`config.mk`:
```
export PLATFORM = sky130hd
export DESIGN_NAME = tl_test_indicator_master_flat
export DESIGN_NICKNAME = d
export VERILOG_FILES = /design/src/rtl/tl_test_indicator_master_if.sv /design/src/rtl/tl_test_indicator_master.sv /design/src/flat_wrapper.sv
export SDC_FILE = /design/constraint.sdc
export NUM_CORES = 1
export LEC_CHECK = 0
export CELL_PAD_IN_SITES_DETAIL_PLACEMENT = 2
export CELL_PAD_IN_SITES_GLOBAL_PLACEMENT = 2
export CORE_MARGIN = 2
export CORE_UTILIZATION = 25
export DETAILED_ROUTE_END_ITERATION = 7
export PLACE_DENSITY = 0.95
export SLEW_MARGIN = 15
export SYNTH_ARGS = -nofsm -noshare
export SYNTH_HDL_FRONTEND = slang
export SYNTH_SLANG_ARGS = --single-unit
```
`constraint.sdc`:
```
create_clock -name clk_i -period 5 [get_ports clk_i]
set_clock_uncertainty 0.05 [all_clocks]
set_input_delay 1 -clock clk_i [delete_from_list [all_inputs] [get_ports clk_i]]
set_output_delay 1 -clock clk_i [all_outputs]
set_load 0.02 [all_outputs]
```
`src/rtl/tl_test_indicator_master_if.sv`:
```
// -----------------------------------------------------------------------------
// tl_test_indicator_master_if
// Bundles the status-report request/response signals and the TL-UL A/D
// channels of the test-indicator master.
//   master modport : the indicator master (drives req_ready, channel A,
//                    d_ready and the rsp_* completion report)
//   slave  modport : the environment (request source plus TL-UL responder)
//
// Handshake rule for every valid/ready pair in this bundle: a beat transfers
// on a rising clock edge where valid and ready are both 1; while valid is
// high and ready is low the sender keeps valid and payload unchanged.
// rsp_valid has no ready: it is a one-cycle completion pulse.
// -----------------------------------------------------------------------------
interface tl_test_indicator_master_if;
  // Status-report request
  logic        req_valid;
  logic        req_ready;
  logic        req_read;
  logic [31:0] req_data;
  // TL-UL channel A
  logic        a_valid;
  logic        a_ready;
  logic [2:0]  a_opcode;
  logic [2:0]  a_param;
  logic [1:0]  a_size;
  logic        a_source;
  logic [14:0] a_address;
  logic [3:0]  a_mask;
  logic [31:0] a_data;
  // TL-UL channel D
  logic        d_valid;
  logic        d_ready;
  logic [2:0]  d_opcode;
  logic [1:0]  d_param;
  logic [1:0]  d_size;
  logic        d_source;
  logic        d_denied;
  logic [31:0] d_data;
  logic        d_corrupt;
  // Completion report
  logic        rsp_valid;
  logic [31:0] rsp_data;
  logic        rsp_error;
  logic        rsp_timeout;

  modport master (
    input  req_valid, req_read, req_data,
    output req_ready,
    output a_valid, a_opcode, a_param, a_size, a_source, a_address, a_mask, a_data,
    input  a_ready,
    input  d_valid, d_opcode, d_param, d_size, d_source, d_denied, d_data, d_corrupt,
    output d_ready,
    output rsp_valid, rsp_data, rsp_error, rsp_timeout
  );

  modport slave (
    output req_valid, req_read, req_data,
    input  req_ready,
    input  a_valid, a_opcode, a_param, a_size, a_source, a_address, a_mask, a_data,
    output a_ready,
    output d_valid, d_opcode, d_param, d_size, d_source, d_denied, d_data, d_corrupt,
    input  d_ready,
    input  rsp_valid, rsp_data, rsp_error, rsp_timeout
  );
endinterface

```
`src/rtl/tl_test_indicator_master.sv`:
```
// -----------------------------------------------------------------------------
// tl_test_indicator_master
// Issues a single TL-UL PutFullData or Get to the test-indicator register for
// each accepted status-report request, waits (bounded) for the D response and
// reports the outcome as a one-cycle completion pulse.
//   clk_i          : sole clock, rising edge
//   rst_i          : asynchronous, active-high reset
//   bus            : request, TL-UL A/D channels and completion report
//   unexpected_d_o : sticky, a D beat arrived with nothing outstanding
//   state_o        : current FSM state (IDLE=0, A_SEND=1, D_WAIT=2, RESP=3)
// -----------------------------------------------------------------------------
module tl_test_indicator_master #(
  parameter logic [14:0] INDICATOR_ADDR = 15'h4000,
  parameter int unsigned TIMEOUT        = 1023
) (
  input  logic                           clk_i,
  input  logic                           rst_i,
  tl_test_indicator_master_if.master     bus,
  output logic                           unexpected_d_o,
  output logic [1:0]                     state_o
);

  typedef enum logic [1:0] {IDLE, A_SEND, D_WAIT, RESP} state_e;

  localparam logic [9:0] TIMEOUT_CNT = 10'(TIMEOUT);

  state_e      state_q, state_d;
  logic        read_q, read_d;
  logic [31:0] data_q, data_d;
  logic        src_q, src_d;       // tag for the next A beat
  logic        tag_q, tag_d;       // tag of the outstanding A beat
  logic [9:0]  cnt_q, cnt_d;
  logic        unexp_q, unexp_d;
  logic [31:0] rsp_data_q, rsp_data_d;
  logic        rsp_err_q, rsp_err_d;
  logic        rsp_to_q, rsp_to_d;

  logic        a_fire;
  logic        d_fire;
  logic        exp_tag;
  logic        d_err;
  logic        unused_d_param;

  // D is always sunk, so any d_valid is a fire.
  assign d_fire = bus.d_valid;
  assign a_fire = (state_q == A_SEND) && bus.a_ready;

  // A response landing in the same cycle as the A fire must be matched
  // against the tag being sent now, not the previous outstanding one.
  assign exp_tag = (state_q == A_SEND) ? src_q : tag_q;

  assign d_err = (bus.d_opcode != (read_q ? 3'd1 : 3'd0)) ||
                 (bus.d_source != exp_tag) ||
                 bus.d_denied ||
                 (bus.d_corrupt && read_q) ||
                 (bus.d_size != 2'd2);

  assign unused_d_param = ^bus.d_param;

  always_comb begin
    state_d    = state_q;
    read_d     = read_q;
    data_d     = data_q;
    src_d      = src_q;
    tag_d      = tag_q;
    cnt_d      = cnt_q;
    unexp_d    = unexp_q;
    rsp_data_d = 32'd0;
    rsp_err_d  = 1'b0;
    rsp_to_d   = 1'b0;
    case (state_q)
      IDLE: begin
        if (d_fire) unexp_d = 1'b1;
        if (bus.req_valid) begin
          read_d  = bus.req_read;
          data_d  = bus.req_read ? 32'd0 : bus.req_data;
          state_d = A_SEND;
        end
      end
      A_SEND: begin
        if (a_fire) begin
          src_d = ~src_q;
          tag_d = src_q;
          cnt_d = 10'd0;
          if (d_fire) begin
            state_d    = RESP;
            rsp_data_d = read_q ? bus.d_data : 32'd0;
            rsp_err_d  = d_err;
          end else begin
            state_d = D_WAIT;
          end
        end else if (d_fire) begin
          unexp_d = 1'b1;
        end
      end
      D_WAIT: begin
        if (d_fire) begin
          state_d    = RESP;
          rsp_data_d = read_q ? bus.d_data : 32'd0;
          rsp_err_d  = d_err;
        end else if (10'(cnt_q + 10'd1) == TIMEOUT_CNT) begin
          // TIMEOUT full cycles in D_WAIT without a response
          state_d   = RESP;
          rsp_err_d = 1'b1;
          rsp_to_d  = 1'b1;
        end else begin
          cnt_d = 10'(cnt_q + 10'd1);
        end
      end
      RESP: begin
        if (d_fire) unexp_d = 1'b1;
        state_d = IDLE;
      end
      default: state_d = IDLE;
    endcase
  end

  always_ff @(posedge clk_i or posedge rst_i) begin
    if (rst_i) begin
      state_q    <= IDLE;
      read_q     <= 1'b0;
      data_q     <= 32'd0;
      src_q      <= 1'b0;
      tag_q      <= 1'b0;
      cnt_q      <= 10'd0;
      unexp_q    <= 1'b0;
      rsp_data_q <= 32'd0;
      rsp_err_q  <= 1'b0;
      rsp_to_q   <= 1'b0;
    end else begin
      state_q    <= state_d;
      read_q     <= read_d;
      data_q     <= data_d;
      src_q      <= src_d;
      tag_q      <= tag_d;
      cnt_q      <= cnt_d;
      unexp_q    <= unexp_d;
      rsp_data_q <= rsp_data_d;
      rsp_err_q  <= rsp_err_d;
      rsp_to_q   <= rsp_to_d;
    end
  end

  // Payload comes only from registers that change in IDLE, so it is stable
  // for the whole A_SEND stall.
  assign bus.req_ready   = (state_q == IDLE);
  assign bus.a_valid     = (state_q == A_SEND);
  assign bus.a_opcode    = read_q ? 3'd4 : 3'd0;
  assign bus.a_param     = 3'd0;
  assign bus.a_size      = 2'd2;
  assign bus.a_source    = src_q;
  assign bus.a_address   = INDICATOR_ADDR;
  assign bus.a_mask      = 4'hF;
  assign bus.a_data      = data_q;
  assign bus.d_ready     = 1'b1;
  assign bus.rsp_valid   = (state_q == RESP);
  assign bus.rsp_data    = rsp_data_q;
  assign bus.rsp_error   = rsp_err_q;
  assign bus.rsp_timeout = rsp_to_q;
  assign unexpected_d_o  = unexp_q;
  assign state_o         = state_q;

endmodule

```
`src/flat_wrapper.sv`:
```
// flat-port wrapper written by rule: the top's interface ports become plain ports
module tl_test_indicator_master_flat 
#(
  parameter logic [14:0] INDICATOR_ADDR = 15'h4000,
  parameter int unsigned TIMEOUT        = 1023
)
  (clk_i, rst_i, unexpected_d_o, state_o, bus_req_valid, bus_req_read, bus_req_data, bus_req_ready, bus_a_valid, bus_a_opcode, bus_a_param, bus_a_size, bus_a_source, bus_a_address, bus_a_mask, bus_a_data, bus_a_ready, bus_d_valid, bus_d_opcode, bus_d_param, bus_d_size, bus_d_source, bus_d_denied, bus_d_data, bus_d_corrupt, bus_d_ready, bus_rsp_valid, bus_rsp_data, bus_rsp_error, bus_rsp_timeout);
  tl_test_indicator_master_if bus_i ();
  input  logic clk_i;
  input  logic rst_i;
  output logic unexpected_d_o;
  output logic [1:0] state_o;
  input wire logic [$bits(bus_i.req_valid)-1:0] bus_req_valid;
  input wire logic [$bits(bus_i.req_read)-1:0] bus_req_read;
  input wire logic [$bits(bus_i.req_data)-1:0] bus_req_data;
  output wire logic [$bits(bus_i.req_ready)-1:0] bus_req_ready;
  output wire logic [$bits(bus_i.a_valid)-1:0] bus_a_valid;
  output wire logic [$bits(bus_i.a_opcode)-1:0] bus_a_opcode;
  output wire logic [$bits(bus_i.a_param)-1:0] bus_a_param;
  output wire logic [$bits(bus_i.a_size)-1:0] bus_a_size;
  output wire logic [$bits(bus_i.a_source)-1:0] bus_a_source;
  output wire logic [$bits(bus_i.a_address)-1:0] bus_a_address;
  output wire logic [$bits(bus_i.a_mask)-1:0] bus_a_mask;
  output wire logic [$bits(bus_i.a_data)-1:0] bus_a_data;
  input wire logic [$bits(bus_i.a_ready)-1:0] bus_a_ready;
  input wire logic [$bits(bus_i.d_valid)-1:0] bus_d_valid;
  input wire logic [$bits(bus_i.d_opcode)-1:0] bus_d_opcode;
  input wire logic [$bits(bus_i.d_param)-1:0] bus_d_param;
  input wire logic [$bits(bus_i.d_size)-1:0] bus_d_size;
  input wire logic [$bits(bus_i.d_source)-1:0] bus_d_source;
  input wire logic [$bits(bus_i.d_denied)-1:0] bus_d_denied;
  input wire logic [$bits(bus_i.d_data)-1:0] bus_d_data;
  input wire logic [$bits(bus_i.d_corrupt)-1:0] bus_d_corrupt;
  output wire logic [$bits(bus_i.d_ready)-1:0] bus_d_ready;
  output wire logic [$bits(bus_i.rsp_valid)-1:0] bus_rsp_valid;
  output wire logic [$bits(bus_i.rsp_data)-1:0] bus_rsp_data;
  output wire logic [$bits(bus_i.rsp_error)-1:0] bus_rsp_error;
  output wire logic [$bits(bus_i.rsp_timeout)-1:0] bus_rsp_timeout;
  assign bus_i.req_valid = bus_req_valid;
  assign bus_i.req_read = bus_req_read;
  assign bus_i.req_data = bus_req_data;
  assign bus_req_ready = bus_i.req_ready;
  assign bus_a_valid = bus_i.a_valid;
  assign bus_a_opcode = bus_i.a_opcode;
  assign bus_a_param = bus_i.a_param;
  assign bus_a_size = bus_i.a_size;
  assign bus_a_source = bus_i.a_source;
  assign bus_a_address = bus_i.a_address;
  assign bus_a_mask = bus_i.a_mask;
  assign bus_a_data = bus_i.a_data;
  assign bus_i.a_ready = bus_a_ready;
  assign bus_i.d_valid = bus_d_valid;
  assign bus_i.d_opcode = bus_d_opcode;
  assign bus_i.d_param = bus_d_param;
  assign bus_i.d_size = bus_d_size;
  assign bus_i.d_source = bus_d_source;
  assign bus_i.d_denied = bus_d_denied;
  assign bus_i.d_data = bus_d_data;
  assign bus_i.d_corrupt = bus_d_corrupt;
  assign bus_d_ready = bus_i.d_ready;
  assign bus_rsp_valid = bus_i.rsp_valid;
  assign bus_rsp_data = bus_i.rsp_data;
  assign bus_rsp_error = bus_i.rsp_error;
  assign bus_rsp_timeout = bus_i.rsp_timeout;
  tl_test_indicator_master #(.INDICATOR_ADDR(INDICATOR_ADDR), .TIMEOUT(TIMEOUT)) u_core (.clk_i(clk_i), .rst_i(rst_i), .bus(bus_i), .unexpected_d_o(unexpected_d_o), .state_o(state_o));
endmodule
```
* Yosys cells after proc, flatten, opt, wreduce, memory -nomap -nowiden
Index checks and enable logic that the tools add are counted. Widths: inputs -> output; s select.
Storage, ports and cells: register bits 82, input port bits 80, output and inout port bits 101, logic and storage cells 68
Cells by class: $add $sub $neg 1, equal/unequal tests 13, multiplexer cells 28, bitwise operators 1, reductions and logical operators 15
Operator list (count):
- $mux 32 | 4
- $pmux 32 s2 | 1
- $mux 10 | 3
- $pmux 10 s2 | 1
- $mux 1 | 11
- $add 10x1->10 const B | 1
- $eq 10x10->1 const B | 1
- $ne 2x2->1 const B | 5
- $mux 2 | 4
- $pmux 2 s4 | 1
- $reduce_and 2->1 | 3
- $eq 2x2->1 const B | 2
- $logic_or 1x1->1 | 4
- $pmux 1 s2 | 2
- $reduce_and 4->1 | 1
- $reduce_bool 2->1 | 2
- $mux 3 | 1
- $ne 3x2->1 const B | 1
- $ne 3x3->1 | 1
- $reduce_and 3->1 | 1
- $eq 2x1->1 const B | 1
- $logic_and 1x1->1 | 2
- $logic_not 2->1 | 1
- $ne 2x1->1 const B | 1
- other kinds (3) | 3

* Longest topological paths before layout
Gate-level depths: netlist (run 1).
depth in word-level cells 10, mapped depth 10

* Worst setup path before layout (run 1)
Ideal clock, no wire load.
kind register to register, start point reg u_core.state_q[1] (netlist: u_core.state_o[1]), end point reg u_core.cnt_q[3], setup time 66 ps, data arrival time 2213 ps, required time 4884 ps, path slack 2671 ps, cell stages (with the launch flop) 10, buffers on the path 2, period minus slack after synthesis 2329 ps, path through dfrtp_1 -> inv_1 -> ha_1 -> clkbuf_1 -> nor2b_1 -> a211o_1 -> buf_2 -> or3_1 -> o21ai_0 -> a22o_1
On the way: cells in the longest elaborated chain, start to end 4, elaborated cells on any way between the ends 9, classes of those cells eq/ne: 5; mux: 1; reduce/logical: 3
RTL lines:
- start: declaration | line tl_test_indicator_master.sv:27 | state_e state_q, state_d;
- start signal: assignment | line tl_test_indicator_master.sv:131 | state_q <= state_d;
- $eq 2x1->1 (*)
- via bus_a_valid | line flat_wrapper.sv:17 | output wire logic [$bits(bus_i.a_valid)-1:0] bus_a_valid;
- $logic_and 1x1->1 | line tl_test_indicator_master.sv:46 | assign a_fire = (state_q == A_SEND) && bus.a_ready;
- $ne 2x1->1 (no source line)
- $reduce_and 4->1 (no source line)
- end signal: assignment | line tl_test_indicator_master.sv:136 | cnt_q <= cnt_d;
- end: declaration | line tl_test_indicator_master.sv:32 | logic [9:0] cnt_q, cnt_d;
The timed path passes the listed nets; every way through them passes the cells marked *. A chain may end at the register's enable or synchronous reset.

* Final worst setup path (run 1)
start point reg u_core.state_q[1] (netlist: u_core.state_o[1]), end point out bus_a_valid
On the way: cells in the longest elaborated chain, start to end 1
RTL lines:
- $eq 2x1->1 | line tl_test_indicator_master.sv:147 | assign bus.a_valid = (state_q == A_SEND);
- end: declaration | line flat_wrapper.sv:17
No other way between the ends.

==> impl_metrics.csv, run 1 <==
group,metric,value,unit
power_and_ir_drop,intPower,1.90,mW
timing,period_needed,2.97,ns
layout,area_delta_synth_final,52.0,%
layout,drive_above_1_share,0.0476,
global_routing,met1_usage,0.173,
detailed_routing,firstDrtPassIters,4,
yosys,syn_avg_cell_area,10.4,um^2
power_and_ir_drop,pwr-share-seq,0.331,
yosys,ys_seq_elements,82,
clocking,clkSlewWorstSetupHoldPaths,0.06,ns
floorplan,die_y,126,um
place,hpwlAfterDp,8.54,mm
hold_path,hp-start,"u_core.bus.a_data[23]$_DFFE_PP0P_",
clocking,clk_latency,0.34,ns
detailed_routing,ant_nets,0,
worst_setup_path,required,3.95,ns
yosys,synth_warnings,0,
detailed_routing,wire_per_inst,16.8,um
worst_setup_path,crit_type,"register to output port",
floorplan,floorplan.initialDensity,0.256,
hold_path,hold_class,"register to register",
yosys,synth_area,0.00370,mm^2
floorplan,die_w,126,um
yosys,ys_types,38,
power_and_ir_drop,p_sw_frac,0.356,
global_routing,busiest_layer,"met2",
timing,drv_slew,0,
yosys,synth-edff-count,0,
place,io_buffer_count,151,
detailed_routing,via_count,3017,
clocking,cts.sinks,82,
outcome,outcome,"completed",
detailed_routing,dr.first_iter.drc_count,96,
detailed_routing,vias_per_cell,4.39,
yosys,yosysSeqAreaShare,0.554,
clocking,cts_root_buf,"clkbuf_16",
global_routing,grt_pass1_vias,3284,
power_and_ir_drop,peakVddDrop,0.152,mV
worst_setup_path,r2r_start,"u_core.state_o[0]$_DFFE_PP0P_",
yosys,synthTopCellsByCount,"82 x dfrtp_1, 41 x o21ai_0, 40 x nand2_1, 37 x nand2b_1, 32 x and2_1",
floorplan,placementRows,44,
yosys,synth_top_area_share,0.554,
timing,tightestPinTransition,1.06,ns
clocking,post-cts-setup-buffers,0,
global_routing,grt_antenna_before_repair,0,
timing,finalCritPeriodShare,0.594,
timing,setup_tns,0,ns
place,place_inst,673,
clocking,cts_resized,0,
yosys,async_flop_share,1.00,
floorplan,die_area,0.0158,mm^2
power_and_ir_drop,switchingPower,1.05,mW
timing,max_clock_freq,337,MHz
global_routing,grtUsageMet3,0.0527,
floorplan,core,0.0145,mm^2
job,drv_cap,0,
worst_setup_path,cp.arrival,1.92,ns
power_and_ir_drop,clkPwrFrac,0.265,
clocking,cts_max_path_buffers,2,
detailed_routing,drc,0,
global_routing,grt_max_degree,67,
timing,slew-limit-headroom,0.291,
yosys,ys.flop_type,"dfrtp_1",
worst_setup_path,cp-startpoint,"u_core.state_o[1]$_DFFE_PP0P_",
clocking,numCtsBuffers,9,
yosys,synth_area_leader_cell,"dfrtp_1",
place,routabilityCongestion,0.770,
clocking,cts_tree,"built",
power_and_ir_drop,comb_power_share,0.404,
global_routing,overflow,0,
detailed_routing,drt_wl_total,11.5,mm
timing,finalHoldViolations,0,
place,pre_cts_slack,1.92,ns
power_and_ir_drop,p_leak,2.51,nW
layout,nets,587,
yosys,syn_inst,357,
floorplan,top_level_ports,181,
worst_setup_path,crit_fanout,8,
yosys,synth.most_common_cell,"dfrtp_1",
timing,setup_ws,2.03,ns
clocking,htreeDepth,3,
worst_setup_path,endpoint_kind,"output port",
layout,diodes,0,
yosys,synth_area_leaders,"dfrtp_1 55%, nand2b_1 6.3%, buf_4 5.7%",
global_routing,grt_pass1_wl,18.3,mm
layout,layoutNonFillerInstCount,688,
global_routing,met2_usage,0.259,
worst_setup_path,cp-start-kind,"register",
timing,setup_viol,0,
global_routing,grtUsageTotal,0.148,
clocking,cts-hold-fix-buffers,0,
power_and_ir_drop,p_per_area,525,mW/mm^2
timing,rsz0062_at_grt,"false",
[critical path: stages, from the launching register on]
cell and delay [ns]:
dfrtp_1 0.46, inv_1 0.11, ha_1 0.34, clkdlybuf4s50_1 0.68
[metrics by stage]
step / power, mW / hold WS, ns / area [um^2] / util
global route: 3.14 / 0.454 / 5630 / 0.389
detailed placement: 2.20 / 0.423 / 5280 / 0.365
global placement: 2.12 / 0.412 / 5280 / 0.365
finish: 2.95 / 0.429 / 5630 / 0.389
CTS: 3.01 / 0.438 / 5630 / 0.389
floorplan: 1.62 / 0.429 / 3800 / -
[final cells by class]
cell class	instances	area [um^2]
Fill cell	1536	8850
Clock buffer	11	253
Sequential cell	82	2050
Tap cell	184	230
Clock inverter	4	98.8
Inverter	7	27.5
Timing Repair Buffer	153	1530
Multi-Input combinational cell	247	1440
[cells by family after synthesis]
logic type	synth area share
and+or+nand+nor	0.205
DFF	0.554
AOI/OAI and AO/OA	0.105
buffers and inverters	0.0824
adders and majority gates	0.0236
muxes	0.0209
xor gates and xnor gates	0.00710
other	0.00203
[metal layers]
layer  vias up  part of all wire  wire length, um
li1       1400                 -                -
met1      1491              0.40             4600
met2       118              0.51             5900
met3         8             0.079              909
met4         0             0.011              122
met5         -                 0                0
[state kept, by name, summed over array words and instances, names as in the netlist, 2 cells and up]
| signal | cells |
|---|---|
| u_core.bus.a_data | 32 |
| u_core.bus.rsp_data | 32 |
| u_core.cnt_q | 10 |
| u_core.state_o | 2 |
[power groups by stage]
stage | Clock [mW] | Sequential (mW) | Combinational [mW]
floorplan | 0 | 1.18 | 0.440
global placement | 0 | 0.972 | 1.15
detailed placement | 0 | 0.998 | 1.21
CTS | 0.809 | 0.986 | 1.21
global route | 0.835 | 1.01 | 1.30
finish | 0.782 | 0.978 | 1.19
[layout by cell type, fill, tap and decap left out, types with 5 or more instances in the layout]
master,Yosys,layout
nand2b_1,37,37
o21ai_0,41,41
a21oi_1,7,7
clkdlybuf4s50_1,0,151
inv_1,7,6
clkbuf_16,0,9
a22o_1,8,8
nor2_1,5,5
nand2_1,40,39
and2_1,32,32
dfrtp_1,82,82
ha_1,7,7
nand3_1,7,7
conb_1,2,27
[final timing paths]
kind / depth (start not counted) / slack (ns) / endpoint
hold / removal: 2 / 0.43 / u_core.bus.a_data[23]$_DFFE_PP0P_
hold reg to reg: 2 / 0.43 / u_core.bus.a_data[23]$_DFFE_PP0P_
max in group asynchronous: 3 / 2.81 / u_core.bus.rsp_data[26]$_DFF_PP0_
setup reg to reg: 7 / 2.34 / u_core.cnt_q[7]$_DFFE_PP0P_
min in group asynchronous: 2 / 1.10 / u_core.bus.rsp_data[0]$_DFF_PP0_
setup / recovery: 3 / 2.03 / bus_a_valid
Power figures use the tool's default switching activity.
==> run 2: changes to the inputs <==
Settings changed: CORE_UTILIZATION 25 to 23, PLACE_DENSITY 0.95 to 0.91.
Clock period 5 ns to 2.8 ns, I/O delays scaled along.
==> impl_metrics.csv, run 2 (synthesis gave the netlist of run 1 again) <==
group,metric,value,unit
outcome,outcome,"completed",
clocking,clkSlewWorstSetupHoldPaths,0.06,ns
worst_setup_path,cp-start-kind,"register",
floorplan,placementRows,46,
worst_setup_path,crit_fanout,5,
power_and_ir_drop,peakVddDrop,0.316,mV
detailed_routing,ant_nets,0,
detailed_routing,wire_per_inst,15.8,um
hold_path,min_to,"u_core.unexpected_d_o$_DFFE_PP0P_",
clocking,cts.sinks,82,
layout,fillerInstances,1730,
job,drv_cap,0,
layout,nets,593,
power_and_ir_drop,comb_power_share,0.428,
timing,rsz0062_at_grt,"false",
power_and_ir_drop,clkPwrFrac,0.228,
worst_setup_path,cp.arrival,1.86,ns
worst_setup_path,endpoint_kind,"output port",
timing,tightestPinTransition,0.975,ns
global_routing,grt_pass1_vias,3476,
timing,hold_ws,0.431,ns
timing,setup_viol,0,
clocking,cts-hold-fix-buffers,0,
global_routing,grt_pass1_wl,17.7,mm
place,routabilityCongestion,0.707,
clocking,cts_max_path_buffers,2,
hold_path,whs_path_depth,1,
power_and_ir_drop,finalPower,5.08,mW
timing,setup_tns,0,ns
layout,post-route-util,0.358,
clocking,post-cts-setup-buffers,0,
floorplan,die_y,131,um
global_routing,grt_max_degree,83,
floorplan,die_w,131,um
worst_setup_path,r2r_slack,0.41,ns
timing,finalHoldViolations,0,
timing,drv_slew,0,
detailed_routing,dr.first_iter.drc_count,68,
power_and_ir_drop,p_per_area,897,mW/mm^2
place,hpwlAfterDp,8.75,mm
clocking,cts_resized,0,
worst_setup_path,required,2.19,ns
detailed_routing,drc,0,
timing,period_needed,2.47,ns
power_and_ir_drop,pwr-share-seq,0.343,
layout,layout_commonest_cell,"clkdlybuf4s50_1",
clocking,clk_latency,0.34,ns
place,postPlaceCellArea,0.00538,mm^2
detailed_routing,via_count,3069,
floorplan,top_level_ports,181,
hold_path,hp-start,"u_core.unexpected_d_o$_DFFE_PP0P_",
global_routing,overflow,0,
place,io_buffer_count,151,
power_and_ir_drop,intPower,3.20,mW
worst_setup_path,reg2reg_to,"u_core.cnt_q[8]$_DFFE_PP0P_",
power_and_ir_drop,p_sw_frac,0.370,
layout,final_cell_mix,"151 x clkdlybuf4s50_1, 82 x dfrtp_1, 41 x o21ai_0",
clocking,htreeDepth,3,
layout,drive_above_1_share,0.0568,
worst_setup_path,worst_r2r_path_depth,7,
timing,slew-limit-headroom,0.348,
layout,fin_area,0.00566,mm^2
detailed_routing,vias_per_cell,4.22,
floorplan,floorplan.initialDensity,0.234,
worst_setup_path,crit_type,"register to output port",
detailed_routing,firstDrtPassIters,4,
timing,max_clock_freq,404,MHz
global_routing,grtUsageTotal,0.134,
power_and_ir_drop,p_leak,2.51,nW
floorplan,core,0.0158,mm^2
power_and_ir_drop,switchingPower,1.88,mW
worst_setup_path,r2r_start,"u_core.state_o[0]$_DFFE_PP0P_",
hold_path,hold_class,"register to register",
global_routing,grt_antenna_before_repair,0,
clocking,numCtsBuffers,9,
timing,finalCritPeriodShare,0.883,
layout,area_delta_synth_final,52.9,%
clocking,cts_tree,"built",
detailed_routing,drt_wl_total,11.5,mm
layout,diodes,0,
clocking,cts_root_buf,"clkbuf_16",
floorplan,die_area,0.0171,mm^2
-- run 2: cell types whose count changed in the layout (fill, tap and decap cells not counted), moves of 2 or more --
cell        delta
buf_4          +5
clkbuf_8       -2
clkinv_2       +2
bufinv_16      -2
clkinvlp_4     +2
clkbuf_1       +2
-- run 2: power by group through the flow --
stage	clock network (mW)	logic, mW	registers [mW]
after floorplan	0	0.785	2.11
after global placement	0	2.10	1.74
after detailed placement	0	2.21	1.78
after CTS	1.20	2.21	1.76
after global routing	1.25	2.39	1.80
final	1.16	2.18	1.74
-- run 2: how the worst max path moves through the flow --
| stage | depth (start not counted) | from | slack [ns] | end |
|---|---|---|---|---|
| floorplan | 1 | rst_i | 0.08 | u_core.bus.a_data[0]$_DFFE_PP0P_ |
| global placement | 7 | bus_a_ready | 0.32 | u_core.cnt_q[8]$_DFFE_PP0P_ |
| detailed placement | 7 | bus_a_ready | 0.23 | u_core.cnt_q[8]$_DFFE_PP0P_ |
| CTS | 3 | u_core.state_o[0]$_DFFE_PP0P_ | 0.30 | bus_req_ready |
| global route | 7 | u_core.state_o[0]$_DFFE_PP0P_ | 0.21 | u_core.cnt_q[8]$_DFFE_PP0P_ |
| finish | 3 | u_core.state_o[0]$_DFFE_PP0P_ | 0.33 | bus_req_ready |
-- run 2: metrics by stage --
stage          setup slack [ns]  instances
2_1_floorplan            0.0816        382
3_3_place_gp              0.315        711
3_5_place_dp              0.226        711
4_1_cts                   0.298        727
5_1_grt                   0.205        727
6_report                  0.326        727
-- run 2: worst max-delay path: stages, from the launching register on --
cell and delay [ns]:
dfrtp_1 0.45, inv_1 0.16, ha_1 0.28, clkdlybuf4s50_1 0.64
-- run 2: layout make-up --
cell class              instances  area (um^2)  area share
flip-flops and latches         82         2050       0.362
repair buffers                159         1580       0.280
multi-input cells             247         1440       0.255
well taps                     216          270      0.0477
clock buffers                  11          233      0.0411
clock inverters                 5         55.1     0.00972
inverters                       7         27.5     0.00486
-- run 2: metal layers --
layer	part of all wire	vias up	GRT usage	wire [um]
met3	0.085	14	0.0554	972
met2	0.52	118	0.243	6010
met4	0.017	0	0.0388	192
met5	0	-	0	0
li1	-	1418	-	-
met1	0.37	1519	0.142	4280
==> run 3: changes to the inputs <==
Settings changed: CORE_MARGIN 2 to 10.
==> impl_metrics.csv, run 3 (synthesis gave the netlist of run 1 again) <==
group,metric,value,unit
outcome,outcome,"completed",
layout,seq_area,0.00205,mm^2
worst_setup_path,endpoint_kind,"output port",
timing,drv_slew,0,
clocking,cts_root_buf,"clkbuf_16",
place,io_buffer_count,151,
layout,area_delta_synth_final,52.7,%
floorplan,top_level_ports,181,
power_and_ir_drop,p_sw_frac,0.381,
global_routing,grt_pass1_wl,20.9,mm
worst_setup_path,cp_cell_sequence,"inv_1 -> ha_1 -> clkdlybuf4s50_1",
place,pre_cts_slack,0.233,ns
floorplan,placementRows,46,
power_and_ir_drop,p_per_area,901,mW/mm^2
clocking,clk_latency,0.35,ns
clocking,post-cts-setup-buffers,0,
global_routing,grtUsageTotal,0.123,
timing,tightestPinTransition,0.603,ns
clocking,clkSlewWorstSetupHoldPaths,0.06,ns
clocking,cts-hold-fix-buffers,0,
power_and_ir_drop,peakVddDrop,0.295,mV
timing,period_needed,2.54,ns
timing,setup_viol,0,
layout,nets,593,
timing,hold_ws,0.424,ns
floorplan,die_y,147,um
detailed_routing,drt_wl_total,13.4,mm
clocking,cts_resized,0,
detailed_routing,dr.first_iter.drc_count,105,
layout,multi_input_area,0.00144,mm^2
worst_setup_path,cp-start-kind,"register",
layout,drive_above_1_share,0.0587,
global_routing,grt_pass1_vias,3539,
worst_setup_path,required,2.19,ns
power_and_ir_drop,intPower,3.16,mW
floorplan,floorplan.initialDensity,0.234,
global_routing,grt_max_degree,65,
timing,rsz0062_at_grt,"false",
power_and_ir_drop,p_leak,2.51,nW
place,hpwlAfterDp,10.4,mm
detailed_routing,via_count,3040,
detailed_routing,vias_per_cell,4.18,
worst_setup_path,cpMaxStageDelayCell,"clkdlybuf4s50_1",
worst_setup_path,crit_fanout,8,
place,routabilityCongestion,0.732,
worst_setup_path,critPathMaxStageDelay,0.68,ns
layout,final_cell_mix,"151 x clkdlybuf4s50_1, 82 x dfrtp_1, 41 x o21ai_0",
hold_path,hold_class,"register to register",
worst_setup_path,cp_num_buf_inv,2,
floorplan,die_area,0.0216,mm^2
clocking,htreeDepth,3,
power_and_ir_drop,clkPwrFrac,0.228,
timing,setup_ws,0.257,ns
timing,slew-limit-headroom,0.598,
clocking,cts.sinks,82,
worst_setup_path,critPathTopFamily,"buffers and inverters",
timing,max_clock_freq,393,MHz
global_routing,overflow,0,
floorplan,die_w,147,um
timing,finalHoldViolations,0,
power_and_ir_drop,switchingPower,1.94,mW
clocking,cts_max_path_buffers,2,
worst_setup_path,crit_type,"register to output port",
detailed_routing,drc,0,
clocking,cts_tree,"built",
timing,setup_tns,0,ns
layout,diodes,0,
layout,layout_commonest_cell,"clkdlybuf4s50_1",
timing,finalCritPeriodShare,0.908,
layout,post-route-util,0.357,
floorplan,core,0.0158,mm^2
detailed_routing,wire_per_inst,18.4,um
power_and_ir_drop,pwr-share-seq,0.342,
job,drv_cap,0,
detailed_routing,ant_nets,0,
layout,fillerInstances,1683,
global_routing,grt_antenna_before_repair,0,
worst_setup_path,cp.arrival,1.93,ns
detailed_routing,firstDrtPassIters,4,
clocking,numCtsBuffers,9,
power_and_ir_drop,comb_power_share,0.430,
[run 3: cell count changes in the layout (fill, tap and decap cells not counted), sizes merged]
cell / change
bufinv: -1
clkbuf: +1
clkinv: +1
clkinvlp: -2
inv: +1
[run 3: cell type report]
type / count / area share
inverters: 7 / 0.00487
well taps: 216 / 0.0478
repair buffers: 159 / 0.280
clock buffers: 12 / 0.0453
clock inverters: 4 / 0.00420
multi-input cells: 247 / 0.255
flip-flops and latches: 82 / 0.363
[run 3: worst paths after layout]
kind / start / to / slack (ns) / cells past startpoint
max: u_core.state_o[1]$_DFFE_PP0P_ / bus_a_valid / 0.26 / 3
min: u_core.unexpected_d_o$_DFFE_PP0P_ / u_core.unexpected_d_o$_DFFE_PP0P_ / 0.42 / 1
max reg2reg: u_core.state_o[1]$_DFFE_PP0P_ / u_core.cnt_q[4]$_DFFE_PP0P_ / 0.36 / 8
min reg2reg: u_core.unexpected_d_o$_DFFE_PP0P_ / u_core.unexpected_d_o$_DFFE_PP0P_ / 0.42 / 1
max in group asynchronous: rst_i / u_core.unexpected_d_o$_DFFE_PP0P_ / 1.47 / 3
min in group asynchronous: rst_i / u_core.bus.rsp_data[26]$_DFF_PP0_ / 0.54 / 2
[run 3: routing by layer]
metal	wire length, um	vias to the layer above	GRT usage
met5	0	-	0
met4	146	0	0.0387
met3	1130	8	0.0547
met2	6960	109	0.220
met1	5170	1509	0.127
li1	-	1414	-
[run 3: worst register-to-register path, cell delays in order (launching register included)]
cell and delay, ns:
dfrtp_1 0.47, inv_1 0.12, ha_1 0.31, nor2b_1 0.31, a211o_1 0.43, buf_4 0.24, nor3_1 0.06, a21o_1 0.17
a22o_1 0.17
[run 3: per-stage QoR]
stage          power (mW)  std cells  cell area, um^2
4_1_cts              5.19        727             5660
5_1_grt              5.43        727             5660
2_1_floorplan        2.90        382             3800
3_5_place_dp         4.00        711             5380
3_3_place_gp         3.86        711             5380
6_report             5.10        727             5660
[run 3: power by group through the flow]
stage               registers, mW  logic, mW  clock network, mW
global route                 1.79       2.39               1.25
finish                       1.74       2.19               1.16
detailed placement           1.77       2.23                  0
CTS                          1.75       2.24               1.20
floorplan                    2.11      0.785                  0
global placement             1.73       2.12                  0
